### src/rtl/aha_reset_sequencer.sv
// Multi-channel active-low reset generator: power-on, gated system request and
// per-channel 4-phase software requests, with programmable hold and ordered release.
module aha_reset_sequencer #(
    parameter int NUM_CH  = 4,
    parameter int CNT_W   = 8,
    parameter int STAGGER = 2
) (
    input  logic              CLK,
    input  logic              PORESET,
    input  logic              SYS_REQ,
    input  logic [NUM_CH-1:0] SYS_EN,
    input  logic [NUM_CH-1:0] REQ,
    output logic [NUM_CH-1:0] ACK,
    input  logic [CNT_W-1:0]  HOLD_CYCLES,
    output logic [NUM_CH-1:0] RESETn,
    output logic              BUSY
);
    typedef enum logic [1:0] {S_IDLE = 2'd0, S_HOLD = 2'd1, S_DONE = 2'd2} state_e;
    localparam logic [7:0] STAGGER_L = 8'(STAGGER);

    state_e                       state_q [NUM_CH];
    state_e                       state_d [NUM_CH];
    logic [NUM_CH-1:0][CNT_W-1:0] cnt_q, cnt_d;
    logic [NUM_CH-1:0]            src_q, src_d;
    logic [NUM_CH-1:0]            ack_q, ack_d;
    logic [NUM_CH-1:0]            rstn_q, rstn_d;
    logic [7:0]                   gap_q, gap_d;
    logic [NUM_CH-1:0]            trig, in_hold, blocked, not_idle;
    logic [CNT_W-1:0]             hold_load;

    assign trig      = REQ | (SYS_EN & {NUM_CH{SYS_REQ}});
    assign hold_load = (HOLD_CYCLES == '0) ? '0 : HOLD_CYCLES - CNT_W'(1);

    // A channel may only release once every lower-index channel has left HOLD.
    for (genvar i = 0; i < NUM_CH; i++) begin : g_dec
        assign in_hold[i]  = (state_q[i] == S_HOLD);
        assign not_idle[i] = (state_q[i] != S_IDLE);
        if (i == 0) begin : g_first
            assign blocked[i] = 1'b0;
        end else begin : g_rest
            assign blocked[i] = |in_hold[i-1:0];
        end
    end

    always_comb begin
        gap_d  = (gap_q != 8'd0) ? gap_q - 8'd1 : gap_q;
        cnt_d  = cnt_q;
        src_d  = src_q;
        ack_d  = ack_q;
        rstn_d = rstn_q;
        for (int i = 0; i < NUM_CH; i++) begin
            state_d[i] = state_q[i];
            case (state_q[i])
                S_IDLE: begin
                    if (trig[i]) begin
                        state_d[i] = S_HOLD;
                        rstn_d[i]  = 1'b0;
                        cnt_d[i]   = hold_load;
                        src_d[i]   = REQ[i];
                    end
                end
                S_HOLD: begin
                    if (cnt_q[i] != '0) begin
                        cnt_d[i] = cnt_q[i] - CNT_W'(1);
                    end else if (gap_q == 8'd0 && !blocked[i]) begin
                        state_d[i] = S_DONE;
                        rstn_d[i]  = 1'b1;
                        ack_d[i]   = src_q[i];
                        gap_d      = STAGGER_L;
                    end
                end
                S_DONE: begin
                    if (!trig[i]) begin
                        state_d[i] = S_IDLE;
                        ack_d[i]   = 1'b0;
                        src_d[i]   = 1'b0;
                    end
                end
                default: state_d[i] = S_IDLE;
            endcase
        end
    end

    // Power-on parks every channel in HOLD with an expired count so the
    // normal ordered release produces the power-on sequence.
    always_ff @(posedge CLK or posedge PORESET) begin
        if (PORESET) begin
            for (int i = 0; i < NUM_CH; i++) state_q[i] <= S_HOLD;
            cnt_q  <= '0;
            src_q  <= '0;
            ack_q  <= '0;
            rstn_q <= '0;
            gap_q  <= 8'd0;
        end else begin
            for (int i = 0; i < NUM_CH; i++) state_q[i] <= state_d[i];
            cnt_q  <= cnt_d;
            src_q  <= src_d;
            ack_q  <= ack_d;
            rstn_q <= rstn_d;
            gap_q  <= gap_d;
        end
    end

    assign RESETn = rstn_q;
    assign ACK    = ack_q;
    assign BUSY   = |not_idle;
endmodule
### config.mk
export PLATFORM = sky130hd
export DESIGN_NAME = aha_reset_sequencer
export DESIGN_NICKNAME = d
export VERILOG_FILES = /design/src/rtl/aha_reset_sequencer.sv
export SDC_FILE = /design/constraint.sdc
export NUM_CORES = 1
export LEC_CHECK = 0
export CORE_MARGIN = 2
export CORE_UTILIZATION = 46
export DETAILED_ROUTE_END_ITERATION = 16
export MAX_ROUTING_LAYER = met4
export PLACE_DENSITY = 0.66
export SLEW_MARGIN = 20
export SYNTH_ARGS = -nofsm -noshare
export SYNTH_HDL_FRONTEND = slang
export SYNTH_SLANG_ARGS = --single-unit
### constraint.sdc
create_clock -name CLK -period 2.6 [get_ports CLK]
set_input_delay 0.52 -clock CLK [delete_from_list [all_inputs] [get_ports CLK]]
set_output_delay 0.52 -clock CLK [all_outputs]
set_load 0.01 [all_outputs]
==> summary.md <==
| Metric | Value |
|---|---|
| Number of placed I/O pins | 28 |
| Post-CTS Setup Bufs | 0 |
| Slew @ Worst Pin | around 620 ps |
| Synth unique cells | 64 |
| Top delay family on crit path | simple AND/OR/NAND/NOR gates |
| Gr ovfl total | 0 |
| Area delta synth->final | 19.5% |
| Uppermost layer routed | met4 |
| Register area share after synthesis | 38.9% |
| Share of cells above drive strength 1 | between 10% and 20% |
| Yosys reg bits | 60 |
| Setup violators final | 0 |
| Final Max Slew Viols | 0 |
| Commonest cells in the netlist | dfrtp_1, nor2_1, o21ai_0 |
| Reg-to-Reg Start | cnt_q[8]$_DFFE_PP0P_ |
| Buffers added on ports | 27 |
| Overall power | 3.94 mW |
| Area of the mapped netlist | 3870 um2 |
| CTS Buf Count | 9 |
| Number of global-route vias before repair | between 3000 and 4000 |
| Worst skew pair latency | 350 ps |
| Number of flops mapped to enable cells by yosys | 0 |
| Final Net Count | between 500 and 600 |
| Fin. Hold Viols | 0 |
| Peak supply drop | 405 uV |
| Max Clk Rate | 416 MHz |
| CTS Hold Buffers Added | 0 |
| Crit path depth | 3 |
| Clock transition at path regs | about 70 ps |
| Critical path launch point | state_q[1]$_DFFE_PP0P_ |
| Final period util | around 90% |
| CTS sink cnt | 60 |
| Critical path data arrival time | 1890 ps |
| Number of max-cap violations | 0 |
| Clock Skew | 7.32 ps |
| Tmin final | 2410 ps |
| DPL Wire Length | 7760 um |
| Predominant post-synthesis flop cell | dfrtp_1 |
| Initial antenna violation count | 0 |
| Met1 WL | a little under 5000 um |
| Post-route DRC violation count | 0 |
| First-pass DRT Iterations | 5 |
| Metal3 WL | just over 500 um |
| First-pass GRT wire length | around 17000 um |
| CTS H-tree lvls | 3 |
| Critical path buffers and inverters | 1 |
| Setup TNS | 0 ps |
| Clk buf depth | 2 |
| DRT iter0 DRCs | ~180 |
| Worst path cell trace | nor4_2 -> nand3_1 -> clkdlybuf4s50_1 |
| Largest area contributor in the netlist | dfrtp_1 |
| Post-synth net total | 474 |
| Mapped Cells | 444 |
| Largest net degree at the start of global routing | 38 |
| Die ar. | 9170 um2 |
| Outcome | finished clean |
| Tot GR Track Use | about a quarter |
| R2r endpoint | cnt_q[8]$_DFFE_PP0P_ |
| Via count | roughly 3700 |
| Pwr/cell area | approximately 850 nW/um2 |
| Fin area | ~4600 um2 |
| Routed Antenna Nets | 0 |
| Leakage Power | just under 2 nW |
| Dpl ws | -33.8 ps |
| Multi-input combinational cell area | about 2200 um2 |
| Synth top area share | between 30% and 40% |
| Met2 wire len | 4950 um |
| Cell row count | 33 |
| CP endpoint | BUSY |
| Non-Filler Instances | 600 |
| Register area | 1510 um2 |
| Critical Path RT | approximately 2100 ps |
| Placed Area | around 4400 um2 |
| Total Wirelength | 10600 um |
| Layout fillers | 746 |
| Chip width | 95.8 um |
| Avg WL per Cell | 17.7 um |
| Most frequent cell after synthesis | dfrtp_1 |
| Diodes inserted | 0 |
| Die Y | ~96 um |
| Core box area | ~8200 um2 |
| CP endpoint kind | output port |
| Worst-path maximum fanout | 8 |
| WHS | 513 ps |
| RSZ-0062 raised after global routing | no |
| FF-to-FF setup slack | ~220 ps |
| Yosys warning count | 0 |
| Layout Utilization | a little under three fifths |
| Syn Area/Cell | 8.72 um2 |
| GPL Wtd Cong | 0.926 |
| Initial Utilization | about 47% |
| Worst-path cell with the longest stage delay | dfrtp_1 |
| Worst Setup Start Kind | flop |
| Via density | around 6.2 |
| Crit Path Class | flop to output port |
| CTS tree | done |
| Final worst-path setup slack | around 190 ps |
| Asr flop ratio synth | 100% |
| R2R depth | 7 |
| Relative slew slack | between 50% and 60% |
| Placed insts | just under 600 |
| Clock root buffer master | clkbuf_8 |
| Largest cells by area after synthesis | dfrtp_1, o21ai_0, nor2_1, a21oi_1, ha_1 |
| Slowest Stage Delay on Critical Path | approximately 500 ps |
| Hold Crit Class | flop to flop |
state kept, by name, summed over array words and instances (netlist names):
| name | cells |
|---|---|
| cnt_q | 32 |
| RESETn | 4 |
| gap_q | 8 |
| ACK | 4 |
| state_q | 8 |
| src_q | 4 |
logic make-up after synthesis:
| kind of cell | synth area share [%] |
|---|---|
| mux | 3.33 |
| simple gates | 25.8 |
| compound gates | 23.7 |
| flops | 38.9 |
| fa+ha+maj | 3.55 |
| buf+inv | 4.20 |
| xor+xnor | 0.452 |
worst register-to-register path, cell delays in order, from the launching register on:
cell	delay (ps)
dfrtp_1	420
inv_1	100
ha_1	150
or4b_2	670
o311ai_2	400
buf_4	210
nor3_1	50
a211o_1	270
report_power, final:
| group | switching (mW) | internal (mW) | total [mW] | leakage [nW] |
|---|---|---|---|---|
| clock | 0.396 | 0.546 | 0.942 | 0.112 |
| combinational | 0.730 | 0.669 | 1.40 | 1.14 |
| sequential | 0.339 | 1.26 | 1.60 | 0.709 |
per-layer routing:
layer	vias up	global-route usage [%]
met4	0	9.64
li1	1790	-
met5	-	-
met2	109	38.5
met1	1792	33.4
met3	25	4.31
cell usage in the layout (no fill, tap or decap), types with 14 or more instances in the layout:
cell,netlist,final
a21oi_1,29,29
inv_1,27,26
nand2_1,22,22
clkdlybuf4s50_1,0,27
nor2_1,39,39
nand3_1,17,17
o21ai_0,30,30
o31ai_1,14,14
nor3_1,19,19
dfrtp_1,56,56
buf_4,0,22
how the worst min path moves through the flow:
stage,start,endpoint,slack (ps),cells after the start
2_1_floorplan,src_q[0]$_DFFE_PP0P_,src_q[0]$_DFFE_PP0P_,460,2
3_3_place_gp,src_q[0]$_DFFE_PP0P_,src_q[0]$_DFFE_PP0P_,490,2
3_5_place_dp,src_q[0]$_DFFE_PP0P_,src_q[0]$_DFFE_PP0P_,500,2
4_1_cts,src_q[0]$_DFFE_PP0P_,src_q[0]$_DFFE_PP0P_,520,2
5_1_grt,RESETn[0]$_DFFE_PP0P_,RESETn[0]$_DFFE_PP0P_,550,2
6_report,src_q[0]$_DFFE_PP0P_,src_q[0]$_DFFE_PP0P_,510,2
final cells by class:
| type | instances | share of cell area, % |
|---|---|---|
| Inverter | 28 | 2.27 |
| Tap cell | 105 | 2.84 |
| Timing Repair Buffer | 50 | 9.84 |
| Clock inverter | 3 | 0.919 |
| Sequential cell | 60 | 32.5 |
| Clock buffer | 13 | 3.86 |
| Multi-Input combinational cell | 341 | 47.7 |
what timing repair did:
| item | in CTS | in global routing |
|---|---|---|
| resized for setup | 0 | 1 |
| setup endpoints to repair | 0 | 1 |
| endpoints found under the hold margin | 0 | 0 |
No activity file was read; power rests on OpenSTA's default activity.
